--- config.mk ---
export PLATFORM = sky130hd
export DESIGN_NAME = shift_unit_flat
export DESIGN_NICKNAME = d
export VERILOG_FILES = /design/src/rtl/shift_unit_if.sv /design/src/rtl/shift_unit.sv /design/src/flat_wrapper.sv
export SDC_FILE = /design/constraint.sdc
export NUM_CORES = 1
export LEC_CHECK = 0
export ABC_AREA = 1
export CORE_UTILIZATION = 35
export CTS_CLUSTER_SIZE = 12
export DETAILED_ROUTE_END_ITERATION = 6
export PLACE_DENSITY_LB_ADDON = 0.2
export REMOVE_ABC_BUFFERS = 1
export SLEW_MARGIN = 0
export SYNTH_ARGS = -nofsm -noshare
export SYNTH_HDL_FRONTEND = slang
export SYNTH_SLANG_ARGS = --single-unit
--- constraint.sdc ---
create_clock -name clk -period 2.8 [get_ports clk]
set_input_delay 0.42 -clock clk [delete_from_list [all_inputs] [get_ports clk]]
set_output_delay 0.42 -clock clk [all_outputs]
set_load 0.02 [all_outputs]
--- src/rtl/shift_unit_if.sv ---
// Request/response bundle for shift_unit: operand request channel in, shifted result channel out.
interface shift_unit_if #(
   parameter int unsigned WIDTH = 64,
   parameter int unsigned AW    = $clog2(WIDTH)
);
   logic             in_valid;
   logic             in_ready;
   logic [WIDTH-1:0] in_data;
   logic [AW-1:0]    in_shamt;
   logic [1:0]       in_mode;
   logic             in_carry;
   logic             out_valid;
   logic             out_ready;
   logic [WIDTH-1:0] out_data;
   logic             out_carry;
   logic             out_zero;

   modport master (
      output in_valid, in_data, in_shamt, in_mode, in_carry, out_ready,
      input  in_ready, out_valid, out_data, out_carry, out_zero
   );

   modport slave (
      input  in_valid, in_data, in_shamt, in_mode, in_carry, out_ready,
      output in_ready, out_valid, out_data, out_carry, out_zero
   );
endinterface

--- src/rtl/shift_unit.sv ---
// Multi-cycle shifter: applies one power-of-two stage per cycle, selected by the shift-amount bit,
// and stops after the most significant set bit of the shift amount.
module shift_unit #(
   parameter int unsigned WIDTH = 64,
   parameter int unsigned AW    = $clog2(WIDTH)
) (
   input logic       clk,
   input logic       reset_n,
   input logic       flush,
   shift_unit_if.slave bus
);

   if (WIDTH < 2 || (WIDTH & (WIDTH - 1)) != 0) begin : g_bad_width
      $error("shift_unit: WIDTH must be a power of two >= 2");
   end
   if (AW != $clog2(WIDTH)) begin : g_bad_aw
      $error("shift_unit: AW is derived from WIDTH and must not be overridden");
   end

   localparam logic [1:0] ModeLsl = 2'b00;
   localparam logic [1:0] ModeLsr = 2'b01;
   localparam logic [1:0] ModeAsr = 2'b10;

   typedef enum logic [1:0] {StIdle, StBusy, StDone} state_e;

   state_e           state_q;
   logic [WIDTH-1:0] data_q;
   logic             carry_q;
   logic             zero_q;
   logic             valid_q;
   logic             ready_q;
   logic [1:0]       mode_q;
   logic [AW-1:0]    rem_q;
   logic [AW-1:0]    k_q;

   logic [WIDTH-1:0] stage_data [AW];
   logic [AW-1:0]    stage_carry;
   logic [WIDTH-1:0] sel_data;
   logic             sel_carry;
   logic [WIDTH-1:0] step_data;
   logic             step_carry;
   logic             last_stage;

   // One fixed-distance shifter per stage; only the one matching k is used each cycle.
   for (genvar g = 0; g < AW; g++) begin : g_stage
      localparam int unsigned Sh = 1 << g;
      logic [WIDTH-1:0] lsl_val;
      logic [WIDTH-1:0] lsr_val;
      logic [WIDTH-1:0] asr_val;
      logic [WIDTH-1:0] ror_val;

      assign lsl_val = data_q << Sh;
      assign lsr_val = data_q >> Sh;
      assign asr_val = $signed(data_q) >>> Sh;
      assign ror_val = (data_q >> Sh) | (data_q << (WIDTH - Sh));

      assign stage_data[g] = (mode_q == ModeLsl) ? lsl_val :
                             (mode_q == ModeLsr) ? lsr_val :
                             (mode_q == ModeAsr) ? asr_val : ror_val;
      // Right shifts and rotate all expose bit Sh-1 as the last bit out.
      assign stage_carry[g] = (mode_q == ModeLsl) ? data_q[WIDTH-Sh] : data_q[Sh-1];
   end

   always_comb begin
      sel_data  = data_q;
      sel_carry = carry_q;
      for (int i = 0; i < int'(AW); i++) begin
         if (k_q == AW'(i)) begin
            sel_data  = stage_data[i];
            sel_carry = stage_carry[i];
         end
      end
   end

   always_comb begin
      step_data  = rem_q[0] ? sel_data : data_q;
      step_carry = rem_q[0] ? sel_carry : carry_q;
      last_stage = (rem_q >> 1) == '0;
   end

   always_ff @(posedge clk) begin
      if (!reset_n) begin
         state_q <= StIdle;
         data_q  <= '0;
         carry_q <= 1'b0;
         zero_q  <= 1'b0;
         valid_q <= 1'b0;
         ready_q <= 1'b1;
         mode_q  <= ModeLsl;
         rem_q   <= '0;
         k_q     <= '0;
      end else if (flush) begin
         state_q <= StIdle;
         valid_q <= 1'b0;
         ready_q <= 1'b1;
         k_q     <= '0;
      end else begin
         unique case (state_q)
            StIdle: begin
               if (bus.in_valid && ready_q) begin
                  data_q  <= bus.in_data;
                  carry_q <= bus.in_carry;
                  mode_q  <= bus.in_mode;
                  rem_q   <= bus.in_shamt;
                  k_q     <= '0;
                  ready_q <= 1'b0;
                  if (bus.in_shamt == '0) begin
                     state_q <= StDone;
                     valid_q <= 1'b1;
                     zero_q  <= (bus.in_data == '0);
                  end else begin
                     state_q <= StBusy;
                  end
               end
            end
            StBusy: begin
               data_q  <= step_data;
               carry_q <= step_carry;
               rem_q   <= rem_q >> 1;
               k_q     <= k_q + AW'(1);
               if (last_stage) begin
                  state_q <= StDone;
                  valid_q <= 1'b1;
                  zero_q  <= (step_data == '0);
               end
            end
            StDone: begin
               if (bus.out_ready) begin
                  state_q <= StIdle;
                  valid_q <= 1'b0;
                  ready_q <= 1'b1;
               end
            end
            default: begin
               state_q <= StIdle;
               valid_q <= 1'b0;
               ready_q <= 1'b1;
            end
         endcase
      end
   end

   assign bus.in_ready  = ready_q;
   assign bus.out_valid = valid_q;
   assign bus.out_data  = data_q;
   assign bus.out_carry = carry_q;
   assign bus.out_zero  = zero_q;

endmodule

--- src/flat_wrapper.sv ---
// flat-port wrapper written by rule: the top's interface ports become plain ports
module shift_unit_flat 
#(
   parameter int unsigned WIDTH = 64,
   parameter int unsigned AW    = $clog2(WIDTH)
)
  (clk, reset_n, flush, bus_in_valid, bus_in_data, bus_in_shamt, bus_in_mode, bus_in_carry, bus_out_ready, bus_in_ready, bus_out_valid, bus_out_data, bus_out_carry, bus_out_zero);
  shift_unit_if #(.WIDTH(WIDTH), .AW(AW)) bus_i ();
  input logic clk;
  input logic reset_n;
  input logic flush;
  input wire logic [$bits(bus_i.in_valid)-1:0] bus_in_valid;
  input wire logic [$bits(bus_i.in_data)-1:0] bus_in_data;
  input wire logic [$bits(bus_i.in_shamt)-1:0] bus_in_shamt;
  input wire logic [$bits(bus_i.in_mode)-1:0] bus_in_mode;
  input wire logic [$bits(bus_i.in_carry)-1:0] bus_in_carry;
  input wire logic [$bits(bus_i.out_ready)-1:0] bus_out_ready;
  output wire logic [$bits(bus_i.in_ready)-1:0] bus_in_ready;
  output wire logic [$bits(bus_i.out_valid)-1:0] bus_out_valid;
  output wire logic [$bits(bus_i.out_data)-1:0] bus_out_data;
  output wire logic [$bits(bus_i.out_carry)-1:0] bus_out_carry;
  output wire logic [$bits(bus_i.out_zero)-1:0] bus_out_zero;
  assign bus_i.in_valid = bus_in_valid;
  assign bus_i.in_data = bus_in_data;
  assign bus_i.in_shamt = bus_in_shamt;
  assign bus_i.in_mode = bus_in_mode;
  assign bus_i.in_carry = bus_in_carry;
  assign bus_i.out_ready = bus_out_ready;
  assign bus_in_ready = bus_i.in_ready;
  assign bus_out_valid = bus_i.out_valid;
  assign bus_out_data = bus_i.out_data;
  assign bus_out_carry = bus_i.out_carry;
  assign bus_out_zero = bus_i.out_zero;
  shift_unit #(.WIDTH(WIDTH), .AW(AW)) u_core (.clk(clk), .reset_n(reset_n), .flush(flush), .bus(bus_i));
endmodule
==> results.md <==
- The share of the yosys chip area belonging to registers is 0.154.
- In the final layout, the multi-input gates occupy 0.00824 sq mm.
- The flow ran to the end, but the final reports show violations.
- The half-perimeter wire length after detailed placement is 57.0 mm.
- After the last flow step, the layout net total stands at 2660.
- The area of the die is 0.0319 sq mm.
- The startpoint of the worst register-to-register path is u_core.mode_q[0].
- The worst hold path belongs to the class reg2reg.
- The setup slack after placement is -0.327 ns.
- The initialized floorplan defines 64 standard-cell rows.
- From synthesis to final layout, the design area changed by 52.5%.
- In this run the critical register-to-register path is captured at u_core.bus.out_zero.
- The synthesized netlist contains 50 unique library cells.
- After detailed routing, the average wire length per cell comes to 25.1 um.
- The root buffer selected by CTS is clkbuf_16.
- The source of the worst hold timing path is u_core.bus.out_valid.
- After layout, the worst setup slack is 0.0428 ns.
- Along the worst hold path, the cell count comes to 2.
- Tracing the worst setup path back leads to its startpoint at u_core.mode_q[0].
- In the synthesized netlist the async set-or-reset flop fraction comes to 0.
- The clock passes through at most 2 buffers.
- After synthesis, the largest family of logic cells by area is simple AND/OR/NAND/NOR gates.
- Counting cells, the worst reg-to-reg path comes to 20.
- Sorting the synthesized cells by how often they occur yields nand2_1, a21oi_1, nor2_1.
- Of the post-synthesis cell area, the dominant cell type holds 0.280.
- The compound-gate portion of the synthesized area was 0.242.
- The initial antenna violation count was 2.
- The horizontal die dimension is 178 um.
- Among all cell types in the netlist, the one instantiated most often is nand2_1.
- The number of nets with antenna violations after detailed routing is 0.
- Of all nets on the critical path, the largest fanout is 12.
- The core area is 0.0306 sq mm.
- By area the synthesized netlist is led by nand2_1, dfxtp_1, a21oi_1.
- After synthesis the cells add up to 0.0109 sq mm.
- The maximum number of pins on one net before global-route repair is 66.
- Power comes to 0.00532 W.
- The gate count of the mapped netlist is 2113.
- The required time of the critical path is 3.14 ns.
- The warning count from the yosys run is 0.
- After synthesis the netlist holds a flip-flop and latch count of 84.
- The checks that failed: design-rule violations.
- The count of antenna diodes in the layout is 0.
- The clock reaches the later pin of the worst-skew pair after 0.40 ns.
- The total overflow left after global routing is 0.
- In this run the vertical extent of the chip is 178 um.
- The number of enable flip-flop cells after synthesis is 0.
- The number of primary I/O pins is 146.
- The number of buffers added by the clock tree synthesis step is 9.
- The detailed-route via count is 17.5k.
- The fraction of final layout cells with drive strength greater than 1 is 0.226.
- After clock tree synthesis, the clock-pin slew on the worst setup and hold paths is 0.09 ns.
- The register-to-register path setup slack is 0.04 ns.
- The count of buffers added on input and output ports is 145.
- The synthesized-area fraction occupied by xor and xnor cells is 0.000803.
- TritonCTS built the clock tree.
- The routed wire length is 74.7 mm.
- The max-capacitance violation count is 0.
- The total DRC errors in the routed layout is 1.
- The most instantiated flip-flop cell in the synthesis netlist is dfxtp_1.
- The number of global-route vias before repair came to 15.9k.
- Setup violations remaining at the end of the flow were counted as 0.
- The number of vias per cell is 5.88.
- The worst setup path is captured at a register.
- By startpoint and endpoint, the worst setup path is classified as reg2reg.
- For this run, the detailed router's first-pass iteration total came to 7.
- The count of H-tree levels built during CTS is 3.
- The final max-slew violation count was 0.
- The fill cell instance count of the final layout is 3229.
- STA puts the critical path data arrival time at 3.10 ns.
- The analysis attributes to cell leakage a power of 8.54 nW.
- CTS saw 84 sinks.
- For the final routed database, the setup TNS stands at 0 ns.
- Dividing total power by cell area gives a power density of 320 mW/mm^2.
- The post-route clock skew is 0.0148 ns.
- The startpoint type of the worst setup path is a register.
- The cell type contributing the most total cell area after synthesis is nand2_1.
- For this run, the total global-route usage over all layers was measured as 0.462.
- The final count of hold timing violations is 0.
- The worst path in the final design needs a cycle of 2.76 ns, including I/O delays and setup.
- The first global-routing pass estimated 105 mm of wire.
- For the pin with the worst max-slew slack, the measured transition is 0.818 ns.
- The area fraction in and, or, nand and nor cells after synthesis is 0.480.
- The post-synthesis average cell area is 5.16 sq um.
- The post-route fraction of the period consumed by the critical path is 0.985.
- The sink of the worst hold path is u_core.bus.out_valid.
- The worst supply voltage drop on vdd is 0.000355 V.
- Measured against the total synthesized area, the mux share comes to 0.
- The initial utilization of the core area, before any placement, comes to 0.356.
- The worst-case headroom to the max-slew limit is 0.455.
- For this block, the initial DRC count from the detailed router was 2557.
- The cts-stage hold buffer count is 0.
- The weighted congestion at the end of routability-driven global placement is 1.13.
- The area used by sequential logic in the layout is 0.00170 sq mm.
- Timing would allow up to 363 MHz.
- Of the total synthesized cell area, the portion taken by full adders, half adders and majority gates is 0.00459.
## where the power goes
group	switching, W	internal [W]	leakage, nW
combinational	0.00156	0.00102	7.70
sequential	0.000125	0.00127	0.690
clock	0.000715	0.000636	0.149
total	0.00240	0.00293	8.54
## what timing repair did
| item | CTS | global route |
|---|---|---|
| endpoints found under the setup margin | 4 | 4 |
| buffers inserted | 8 | 17 |
| resized for setup | 31 | 107 |
| gates cloned | 2 | 1 |
| pin swaps | 7 | 23 |
## worst max path at each step
stage | to | slack [ns]
detailed placement | u_core.bus.out_zero | -0.33
CTS | u_core.bus.out_zero | 0.003
floorplan | u_core.bus.out_zero | -4.48
finish | u_core.bus.out_zero | 0.04
global route | u_core.bus.out_zero | -0.03
global placement | u_core.bus.out_zero | -0.29
## layout make-up
class	instances	area share
Timing Repair Buffer	595	0.320
Inverter	145	0.0344
Clock buffer	9	0.0135
Multi-Input combinational cell	1743	0.495
Clock inverter	7	0.00459
Tap cell	396	0.0298
Sequential cell	84	0.102
## logic make-up (layout without fill, tap and decap cells)
| family | Yosys count | count (layout) |
|---|---|---|
| simple gates | 1256 | 1256 |
| compound gates | 482 | 482 |
| buf+inv | 286 | 756 |
| flops | 84 | 84 |
| fa+ha+maj | 4 | 4 |
| xor+xnor | 1 | 1 |
## state kept, by name, indices dropped and copies added, names as in the netlist
register	cells
u_core.bus.out_carry	1
u_core.bus.out_valid	1
u_core.bus.in_ready	1
u_core.bus.out_zero	1
u_core.bus.out_data	64
u_core.mode_q	2
u_core.state_q	2
u_core.rem_q	6
u_core.k_q	6
## cells in the final DEF (no fill, tap or decap), types with 25 or more instances in the layout
cell type        count
nand3_1            139
buf_12              25
buf_4              404
a21oi_1            235
nand2_2             25
o211ai_1            36
nand2_1            781
a31oi_1             54
inv_1              129
dfxtp_1             76
nor2_1             207
o21ai_0            114
clkdlybuf4s50_1    145
nand4_1             25
## metal layers
| metal | GRT usage | vias up | wire length [um] |
|---|---|---|---|
| met4 | 0.314 | 4 | 5750 |
| met2 | 0.674 | 1271 | 30600 |
| met3 | 0.131 | 339 | 9280 |
| met5 | 0 | - | 31 |
| met1 | 0.584 | 7993 | 29000 |
| li1 | - | 7898 | - |
## critical path, stage by stage, from the launching register on
cell and delay (ns):
dfxtp_2 0.37, inv_1 0.07, nand2_2 0.12, buf_12 0.21
buf_4 0.24, nor2_1 0.08, inv_1 0.20, nand2_1 0.09
a21oi_1 0.16, nand2_1 0.07, nand2_1 0.05, nand2_1 0.04
nand2_1 0.06, nand2_1 0.08, nor2_2 0.17, nand3_2 0.12
nor2_2 0.14, nand2_1 0.07, nor2_1 0.13, nand3_1 0.10
a21oi_2 0.11
## stage by stage
step | area [sq um] | hold slack (ns) | utilization | instances
after floorplan | 10200 | 0.455 | - | 1972
after global placement | 15600 | 0.467 | 0.509 | 2935
after detailed placement | 15600 | 0.470 | 0.509 | 2935
after CTS | 16100 | 0.491 | 0.526 | 2961
after global routing | 16600 | 0.528 | 0.544 | 2979
final | 16600 | 0.492 | 0.544 | 2979
(Power assumes the default switching activity.)
